[config.mk]
export PLATFORM = sky130hd
export DESIGN_NAME = chunked_adder
export DESIGN_NICKNAME = d
export VERILOG_FILES = /design/src/rtl/chunked_adder.sv
export SDC_FILE = /design/constraint.sdc
export NUM_CORES = 1
export LEC_CHECK = 0
export CAP_MARGIN = 20
export CORE_MARGIN = 2
export CORE_UTILIZATION = 52
export CTS_CLUSTER_SIZE = 24
export DETAILED_ROUTE_END_ITERATION = 10
export GPL_ROUTABILITY_DRIVEN = 0
export PLACE_DENSITY = 0.76
export SYNTH_ARGS = -nofsm -noshare
export SYNTH_HDL_FRONTEND = slang
export SYNTH_SLANG_ARGS = --single-unit
[constraint.sdc]
create_clock -name clk -period 3.5 [get_ports clk]
set_clock_uncertainty 0.2 [all_clocks]
set_input_delay 0.7 -clock clk [delete_from_list [all_inputs] [get_ports clk]]
set_output_delay 0.7 -clock clk [all_outputs]
set_load 0.005 [all_outputs]
[src/rtl/chunked_adder.sv]
// Multi-cycle adder: adds two WIDTH-bit operands plus carry-in, CHUNK bits per clock.
// Optional macro CHUNKED_ADDER_SUB_EN adds a 'sub' input selecting a - b.
//
// state  | meaning
// S_IDLE | waiting for start; sum/carry hold the last result
// S_RUN  | adding slice r_idx each clock, carry rippled through r_c
module chunked_adder #(
    parameter int WIDTH = 8,
    parameter int CHUNK = 2
) (
    input  logic             clk,
    input  logic             rst_n,
    input  logic             start,
    input  logic [WIDTH-1:0] a,
    input  logic [WIDTH-1:0] b,
    input  logic             cin,
`ifdef CHUNKED_ADDER_SUB_EN
    input  logic             sub,
`endif
    output logic             busy,
    output logic             done,
    output logic [WIDTH-1:0] sum,
    output logic             carry
);

    localparam int N      = (CHUNK > 0) ? (WIDTH / CHUNK) : 1;
    localparam int N_SAFE = (N < 1) ? 1 : N;
    localparam int IDX_W  = (N_SAFE > 1) ? $clog2(N_SAFE) : 1;
    localparam int BASE_W = (WIDTH > 1) ? $clog2(WIDTH) : 1;

    generate
        if ((WIDTH < 1) || (CHUNK < 1) || ((WIDTH % CHUNK) != 0)) begin : g_param_err
            $error("chunked_adder: WIDTH (%0d) must be a positive multiple of CHUNK (%0d)",
                   WIDTH, CHUNK);
        end
    endgenerate

    typedef enum logic {
        S_IDLE = 1'b0,
        S_RUN  = 1'b1
    } state_t;

    state_t             r_state;
    logic [WIDTH-1:0]   r_a;
    logic [WIDTH-1:0]   r_b;
    logic [WIDTH-1:0]   r_psum;
    logic               r_c;
    logic [IDX_W-1:0]   r_idx;

    logic [WIDTH-1:0]   w_b_in;
    logic               w_c_in;
    logic [BASE_W-1:0]  w_base;
    logic [CHUNK:0]     w_slice;
    logic [WIDTH-1:0]   w_psum_next;
    logic               w_last;

    // Subtraction is a + ~b + 1, so only the latched operand and initial carry differ.
    always_comb begin
        w_b_in = b;
        w_c_in = cin;
`ifdef CHUNKED_ADDER_SUB_EN
        if (sub) begin
            w_b_in = ~b;
            w_c_in = 1'b1;
        end
`endif
    end

    assign w_base  = BASE_W'(r_idx * CHUNK);
    assign w_slice = {1'b0, r_a[w_base +: CHUNK]}
                   + {1'b0, r_b[w_base +: CHUNK]}
                   + {{CHUNK{1'b0}}, r_c};
    assign w_last  = (r_idx == IDX_W'(N_SAFE - 1));

    always_comb begin
        w_psum_next                   = r_psum;
        w_psum_next[w_base +: CHUNK]  = w_slice[CHUNK-1:0];
    end

    always_ff @(posedge clk or negedge rst_n) begin
        if (!rst_n) begin
            r_state <= S_IDLE;
            r_a     <= '0;
            r_b     <= '0;
            r_psum  <= '0;
            r_c     <= 1'b0;
            r_idx   <= '0;
            busy    <= 1'b0;
            done    <= 1'b0;
            sum     <= '0;
            carry   <= 1'b0;
        end else begin
            done <= 1'b0;
            case (r_state)
                S_IDLE: begin
                    if (start) begin
                        r_a     <= a;
                        r_b     <= w_b_in;
                        r_c     <= w_c_in;
                        r_idx   <= '0;
                        r_state <= S_RUN;
                        busy    <= 1'b1;
                    end
                end
                S_RUN: begin
                    r_psum <= w_psum_next;
                    r_c    <= w_slice[CHUNK];
                    if (w_last) begin
                        sum     <= w_psum_next;
                        carry   <= w_slice[CHUNK];
                        done    <= 1'b1;
                        busy    <= 1'b0;
                        r_idx   <= '0;
                        r_state <= S_IDLE;
                    end else begin
                        r_idx <= r_idx + IDX_W'(1);
                    end
                end
                default: begin
                    r_state <= S_IDLE;
                    busy    <= 1'b0;
                end
            endcase
        end
    end

endmodule

==> impl_metrics.sql, run 1 <==
INSERT INTO impl_metrics (metric_group, metric, value, unit) VALUES
('clocking', 'cts_hold_repair.buffers', '0', ''),
('synthesis', 'synth_sequential_area_ratio', '52.6', '%'),
('clocking', 'post_cts_resized', '0', ''),
('synthesis', 'synth_top_cell_area_share', '52.6', '%'),
('synthesis', 'synth_top_cell_by_area', 'dfrtp_1', ''),
('timing', 'hold_viol_final', '0', ''),
('global_routing', 'grt_max_degree', '40', ''),
('timing', 'timing.final.ws_setup', '0.647', 'ns'),
('detailed_routing', 'postRouteAntennaNets', '0', ''),
('clocking', 'post-cts-setup-buffer-count', '0', ''),
('synthesis', 'postSynthNetCount', '175', ''),
('die', 'die_x', '63.7', 'um'),
('critical_path', 'cp.required', '3.56', 'ns'),
('detailed_routing', 'drt_pass1_iterations', '8', ''),
('die', 'fp.dieArea', '0.00406', 'mm2'),
('synthesis', 'synthesis.area', '0.00186', 'mm2'),
('critical_path', 'worst-setup-path-type', 'flop to flop', ''),
('timing', 'timing.setup.tns', '0', 'ns'),
('finish', 'insertedDiodeCount', '0', ''),
('place', 'port_buffers', '30', ''),
('critical_path', 'worst_path_max_delay_cell', 'mux4_1', ''),
('synthesis', 'post-synth-top-count-cell', 'dfrtp_1', ''),
('place', 'post-place-ws', '0.661', 'ns'),
('timing', 'worst_hold_slack', '0.243', 'ns'),
('timing', 'timing_worst_slew_pin_value', '0.824', 'ns'),
('synthesis', 'postSynthCellCount', '147', ''),
('finish', 'fillCellCount', '260', ''),
('timing', 'max-slew-margin-rel', '45.1', '%'),
('clocking', 'tritoncts_num_sinks', '39', ''),
('synthesis', 'synth_top_flop_cell', 'dfrtp_1', ''),
('global_routing', 'number_of_antenna_violations_at_the_first_check_in_global_routing', '0', ''),
('detailed_routing', 'via_count', '1229', ''),
('timing', 'layout_worst_path_cycle_share', '81.5', '%'),
('synthesis', 'post_synth_main_area_contributors', 'dfrtp_1 53%, mux2_4 6.5%, mux4_1 5.7%', ''),
('detailed_routing', 'drcViolationCount', '0', ''),
('die', 'placeableCoreArea', '0.00339', 'mm2'),
('clocking', 'numCtsBuffers', '5', ''),
('place', 'dp.final_hpwl', '2420', 'um'),
('finish', 'final_core_util', '65.4', '%'),
('run', 'timing.max_cap.violations', '0', ''),
('clocking', 'cts_root_buf', 'clkbuf_4', ''),
('power_and_ir_drop', 'power.density', '911', 'mW/mm2'),
('detailed_routing', 'dr.first_iter.drc_count', '108', ''),
('outcome', 'status', 'finished, final reports clean', ''),
('place', 'dpl_cell_area', '0.00217', 'mm2'),
('timing', 'period_minus_slack', '2.85', 'ns'),
('critical_path', 'cpPeakStageDelay', '0.63', 'ns'),
('critical_path', 'path_cells', 'mux4_1 > fa_1 > fa_1 > nand4b_1 > o22ai_1', ''),
('power_and_ir_drop', 'leakagePower', '0.000971', 'uW'),
('global_routing', 'grt_first_pass_wirelength', '5840', 'um'),
('detailed_routing', 'wl_per_cell', '14.5', 'um'),
('finish', 'seqCellArea', '976', 'um2'),
('critical_path', 'startpoint_type', 'flop', ''),
('die', 'io_pins', '31', ''),
('timing', 'setup_viol', '0', ''),
('detailed_routing', 'via_per_inst', '5.41', ''),
('clocking', 'cts_tree', 'built', ''),
('die', 'chipHeight', '63.7', 'um'),
('power_and_ir_drop', 'pwr-share-seq', '40.6', '%'),
('min_path', 'min_path_type', 'primary input to asynchronous set/reset pin', ''),
('critical_path', 'path_delay_family', 'adder cells', ''),
('clocking', 'cts.reportedPaths.clkPinSlew', '0.11', 'ns'),
('clocking', 'clock_insertion_delay_worst_skew', '0.34', 'ns'),
('synthesis', 'synth_seq_cells', '39', ''),
('finish', 'fin_area', '0.00222', 'mm2'),
('critical_path', 'timing.critical_path.mode_cell', 'fa_1', ''),
('finish', 'multi_input_area', '796', 'um2'),
('critical_path', 'critical_path_peak_fanout', '5', ''),
('clocking', 'h-tree-depth', '2', ''),
('synthesis', 'ys_types', '33', ''),
('finish', 'flow.area_growth_from_synthesis', '19.6', '%');
==> state kept, by name, indices dropped and copies added (netlist names) <==
name and flops:
busy 1, carry 1, done 1, r_a 8, r_b 8, r_c 1
r_idx 2, r_psum 8, r_state 1, sum 8
==> path summary, 6_finish.rpt <==
path / start / to / slack (ns)
hold / removal: rst_n / r_psum[4]$_DFFE_PN0P_ / 0.24
min in group clk: carry$_DFFE_PN0P_ / carry$_DFFE_PN0P_ / 0.29
setup / recovery: r_idx[0]$_DFFE_PN0P_ / sum[5]$_DFFE_PN0P_ / 0.65
setup reg to reg: r_idx[0]$_DFFE_PN0P_ / sum[5]$_DFFE_PN0P_ / 0.65
max in group asynchronous: rst_n / r_b[7]$_DFFE_PN0P_ / 2.33
hold reg to reg: carry$_DFFE_PN0P_ / carry$_DFFE_PN0P_ / 0.29
==> cell usage in the layout, fill, tap and decap left out, types with 2 or more instances in the layout <==
cell             Yosys  routed
dfrtp_1             39      39
nand3_1              2       2
o21ai_0              6       6
mux2_2               8       8
nor2_1              12      12
mux2_4               8       8
o22ai_1              6       6
inv_1                5       5
mux4_1               4       4
clkdlybuf4s50_1      0      29
buf_4                1       2
ha_1                 6       6
clkbuf_1             0       2
nand2_1             17      17
a221oi_1             2       2
a21oi_1              6       6
a32o_1               2       2
nand2b_1             2       2
clkbuf_4             0       5
o21ai_1              2       2
fa_1                 2       2
==> cell type report <==
cell class	instances	share of cell area, %
clock buffers	7	2.03
clock inverters	1	0.226
inverters	7	1.30
multi-input cells	95	35.9
flip-flops and latches	39	44.0
well taps	46	2.59
repair buffers	32	14.0
==> logic make-up (layout without fill, tap and decap cells) <==
group                    after synthesis  in the layout  synth area share (%)
AO/OA/AOI/OAI                         25             25                  8.23
adder cells (fa/ha/maj)                8              8                  6.20
multiplexers                          21             21                  17.5
AND/OR/NAND/NOR                       41             41                  10.9
buffers and inverters                 13             47                  4.52
flip-flops                            39             39                  52.6
==> per-layer routing <==
metal / share of wire (%) / vias up / routed length, um / track usage [%]
met3: 4.8 / 2 / 158 / 5.81
met1: 44 / 602 / 1460 / 24.0
met2: 50 / 41 / 1660 / 31.2
li1: - / 584 / - / -
met5: 0 / - / 0 / 0
met4: 0.64 / 0 / 21 / 4.08
==> power by group through the flow <==
stage	clock network (uW)	registers [uW]	logic, uW
after floorplan	0	767	735
after global placement	0	823	949
after detailed placement	0	832	985
after CTS	222	822	991
after global routing	249	849	1090
final	215	820	986
==> through the flow <==
stage               std cells  power, uW
finish                    227       2020
detailed placement        219       1820
global placement          219       1770
floorplan                 147       1500
global route              227       2190
CTS                       227       2040
Note: power is estimated with default switching activity, not from simulation.
==> run 2: changes to the inputs <==
- CORE_UTILIZATION: 52 -> 47
- PLACE_DENSITY: 0.76 -> 0.73
- clock period: 3.5 -> 2.6 ns (I/O delays scaled with it)
==> run 2 against run 1 <==
The flow now finishes with violations (negative setup slack). Total power grew 42%. Fmax is 9.6% higher. Combinational power is 42% higher.
==> impl_metrics.sql, run 2 (synthesis gave the netlist of run 1 again) <==
INSERT INTO impl_metrics (metric_group, metric, value, unit) VALUES
('outcome', 'status', 'finished with violations', ''),
('outcome', 'violations_in_the_final_reports', 'negative setup slack', ''),
('critical_path', 'cp.required', '2.61', 'ns'),
('min_path', 'min_path_type', 'primary input to asynchronous set/reset pin', ''),
('die', 'placeableCoreArea', '0.00372', 'mm2'),
('timing', 'rsz_0062_raised_after_global_routing', 'true', ''),
('critical_path', 'timing.critical_path.mode_cell', 'fa_2', ''),
('finish', 'fillCellCount', '310', ''),
('finish', 'insertedDiodeCount', '0', ''),
('critical_path', 'startpoint_type', 'flop', ''),
('timing', 'timing_worst_slew_pin_value', '0.849', 'ns'),
('die', 'chipHeight', '66.8', 'um'),
('critical_path', 'worst_r2r_endpoint', 'sum[5]$_DFFE_PN0P_', ''),
('place', 'post-place-ws', '-0.0649', 'ns'),
('critical_path', 'endpoint', 'sum[5]$_DFFE_PN0P_', ''),
('finish', 'flow.area_growth_from_synthesis', '22.0', '%'),
('power_and_ir_drop', 'clockPowerShare', '12.8', '%'),
('timing', 'total_count_of_max_transition_violations_in_the_final_report', '0', ''),
('critical_path', 'cpPeakStageDelay', '0.57', 'ns'),
('detailed_routing', 'via_per_inst', '5.35', ''),
('global_routing', 'number_of_antenna_violations_at_the_first_check_in_global_routing', '0', ''),
('timing', 'hold_viol_final', '0', ''),
('finish', 'final_core_util', '60.9', '%'),
('die', 'core.rowCount', '22', ''),
('critical_path', 'worstSetupStartpoint', 'r_idx[0]$_DFFE_PN0P_', ''),
('timing', 'timing.final.ws_setup', '-0.00387', 'ns'),
('die', 'start_util', '49.9', '%'),
('clocking', 'cts_tree', 'built', ''),
('run', 'timing.max_cap.violations', '0', ''),
('global_routing', 'grt_overflow_total', '0', ''),
('timing', 'period_minus_slack', '2.60', 'ns'),
('critical_path', 'path_delay_family', 'adder cells', ''),
('power_and_ir_drop', 'power.density', '1270', 'mW/mm2'),
('clocking', 'cts_root_buf', 'clkbuf_8', ''),
('critical_path', 'critical_path_buf_inv_count', '0', ''),
('timing', 'setup_viol', '1', ''),
('power_and_ir_drop', 'leakagePower', '0.000984', 'uW'),
('power_and_ir_drop', 'netSwitchingFraction', '35.7', '%'),
('global_routing', 'globalRouteTotalUtil', '18.0', '%'),
('power_and_ir_drop', 'p_total', '2870', 'uW'),
('clocking', 'cts.reportedPaths.clkPinSlew', '0.07', 'ns'),
('clocking', 'tritoncts_num_sinks', '39', ''),
('power_and_ir_drop', 'pwr-share-seq', '38.5', '%'),
('critical_path', 'worst_path_max_delay_cell', 'fa_2', ''),
('clocking', 'cts-root-to-sink-buffers', '2', ''),
('clocking', 'h-tree-depth', '2', ''),
('finish', 'layout_commonest_cell', 'dfrtp_1', ''),
('power_and_ir_drop', 'cell_internal_pwr', '1840', 'uW'),
('timing', 'timing.setup.tns', '-0.00387', 'ns'),
('power_and_ir_drop', 'pwr-share-comb', '48.7', '%'),
('clocking', 'clock_insertion_delay_worst_skew', '0.29', 'ns'),
('timing', 'maxClockFrequency', '384', 'MHz'),
('critical_path', 'r2r.worst_path.cells', '5', ''),
('critical_path', 'timing.rr.start', 'r_idx[0]$_DFFE_PN0P_', ''),
('place', 'place.detailed.instances', '223', ''),
('finish', 'layout.cells.non_filler', '230', ''),
('detailed_routing', 'drt_pass1_iterations', '4', ''),
('detailed_routing', 'via_count', '1231', ''),
('place', 'port_buffers', '30', ''),
('critical_path', 'critical_path_peak_fanout', '4', ''),
('clocking', 'cts_hold_repair.buffers', '0', ''),
('finish', 'share_of_post_route_cells_with_drive_strength_above_1', '20.3', '%'),
('die', 'fp.dieArea', '0.00447', 'mm2'),
('timing', 'layout_worst_path_cycle_share', '100', '%'),
('die', 'die_x', '66.8', 'um'),
('finish', 'fin_nets', '211', ''),
('finish', 'layout.cells.most_common_list', '39 x dfrtp_1, 29 x clkdlybuf4s50_1, 17 x nand2_1', ''),
('critical_path', 'r2r_slack', '-0.004', 'ns'),
('critical_path', 'worst-setup-path-type', 'flop to flop', ''),
('clocking', 'numCtsBuffers', '5', ''),
('critical_path', 'timing.critical_path.arrival', '2.61', 'ns'),
('global_routing', 'grt_first_pass_wirelength', '5720', 'um'),
('critical_path', 'path_cells', 'mux4_2 > fa_2 > fa_2 > nand4b_1 > o22ai_1', ''),
('power_and_ir_drop', 'irDropWorstVdd', '643', 'uV'),
('detailed_routing', 'postRouteAntennaNets', '0', ''),
('detailed_routing', 'wl_per_cell', '15.2', 'um'),
('power_and_ir_drop', 'switching_power', '1020', 'uW'),
('detailed_routing', 'drcViolationCount', '0', ''),
('timing', 'max-slew-margin-rel', '43.4', '%'),
('critical_path', 'crit_cells', '5', ''),
('critical_path', 'endpoint_kind_of_the_worst_setup_timing_path', 'flop', ''),
('detailed_routing', 'postRouteWirelength', '3490', 'um'),
('die', 'io_pins', '31', ''),
('global_routing', 'grt_max_degree', '40', ''),
('global_routing', 'first_global_vias', '1287', ''),
('detailed_routing', 'dr.first_iter.drc_count', '88', '');
## run 2: cell count changes in the layout (fill, tap and decap cells not counted)
cell	change
clkbuf_4	-5
clkbuf_8	+5
buf_4	+3
fa_1	-2
fa_2	+2
mux4_1	-2
mux4_2	+2
o21ai_0	-2
o21ai_1	+2
clkbuf_1	-1
clkinv_2	-1
## run 2: final cells by class
type / count / area [um2] / share of cell area, %
Inverter: 7 / 28.8 / 1.27
Sequential cell: 39 / 976 / 43.1
Timing Repair Buffer: 35 / 333 / 14.7
Tap cell: 48 / 60.1 / 2.65
Clock buffer: 6 / 72.6 / 3.21
Multi-Input combinational cell: 95 / 793 / 35.0
## run 2: power groups by stage
stage	Combinational (uW)	Clock (uW)	Sequential, uW
floorplan	991	0	1030
global placement	1310	0	1100
detailed placement	1350	0	1120
CTS	1380	377	1110
global route	1550	399	1150
finish	1400	368	1100
## run 2: metrics by stage
step	area (um2)	hold WS (ns)
2_1_floorplan	1850	0.0244
3_3_place_gp	2180	0.267
3_5_place_dp	2180	0.276
4_1_cts	2260	0.150
5_1_grt	2260	0.205
6_report	2260	0.130
## run 2: worst min-delay path by stage
stage | start | end | slack (ns) | depth (start not counted)
floorplan | rst_n | busy$_DFFE_PN0P_ | 0.02 | 0
global placement | r_psum[3]$_DFFE_PN0P_ | r_psum[3]$_DFFE_PN0P_ | 0.27 | 2
detailed placement | carry$_DFFE_PN0P_ | carry$_DFFE_PN0P_ | 0.28 | 2
CTS | rst_n | sum[5]$_DFFE_PN0P_ | 0.15 | 1
global route | rst_n | sum[5]$_DFFE_PN0P_ | 0.21 | 1
finish | rst_n | sum[5]$_DFFE_PN0P_ | 0.13 | 1
## run 2: per-layer routing
layer | wire length [um] | part of all wire (%) | global-route usage (%)
met1 | 1420 | 41 | 19.8
met3 | 170 | 4.9 | 4.39
met2 | 1820 | 52 | 31.6
met4 | 82 | 2.3 | 10.2
met5 | 0 | 0 | 0
## run 2: repair_timing
item	4_1_cts	5_1_grt
setup endpoints to repair	4	6
pin swaps	3	6
buffers inserted	1	0
gates resized for setup	2	3
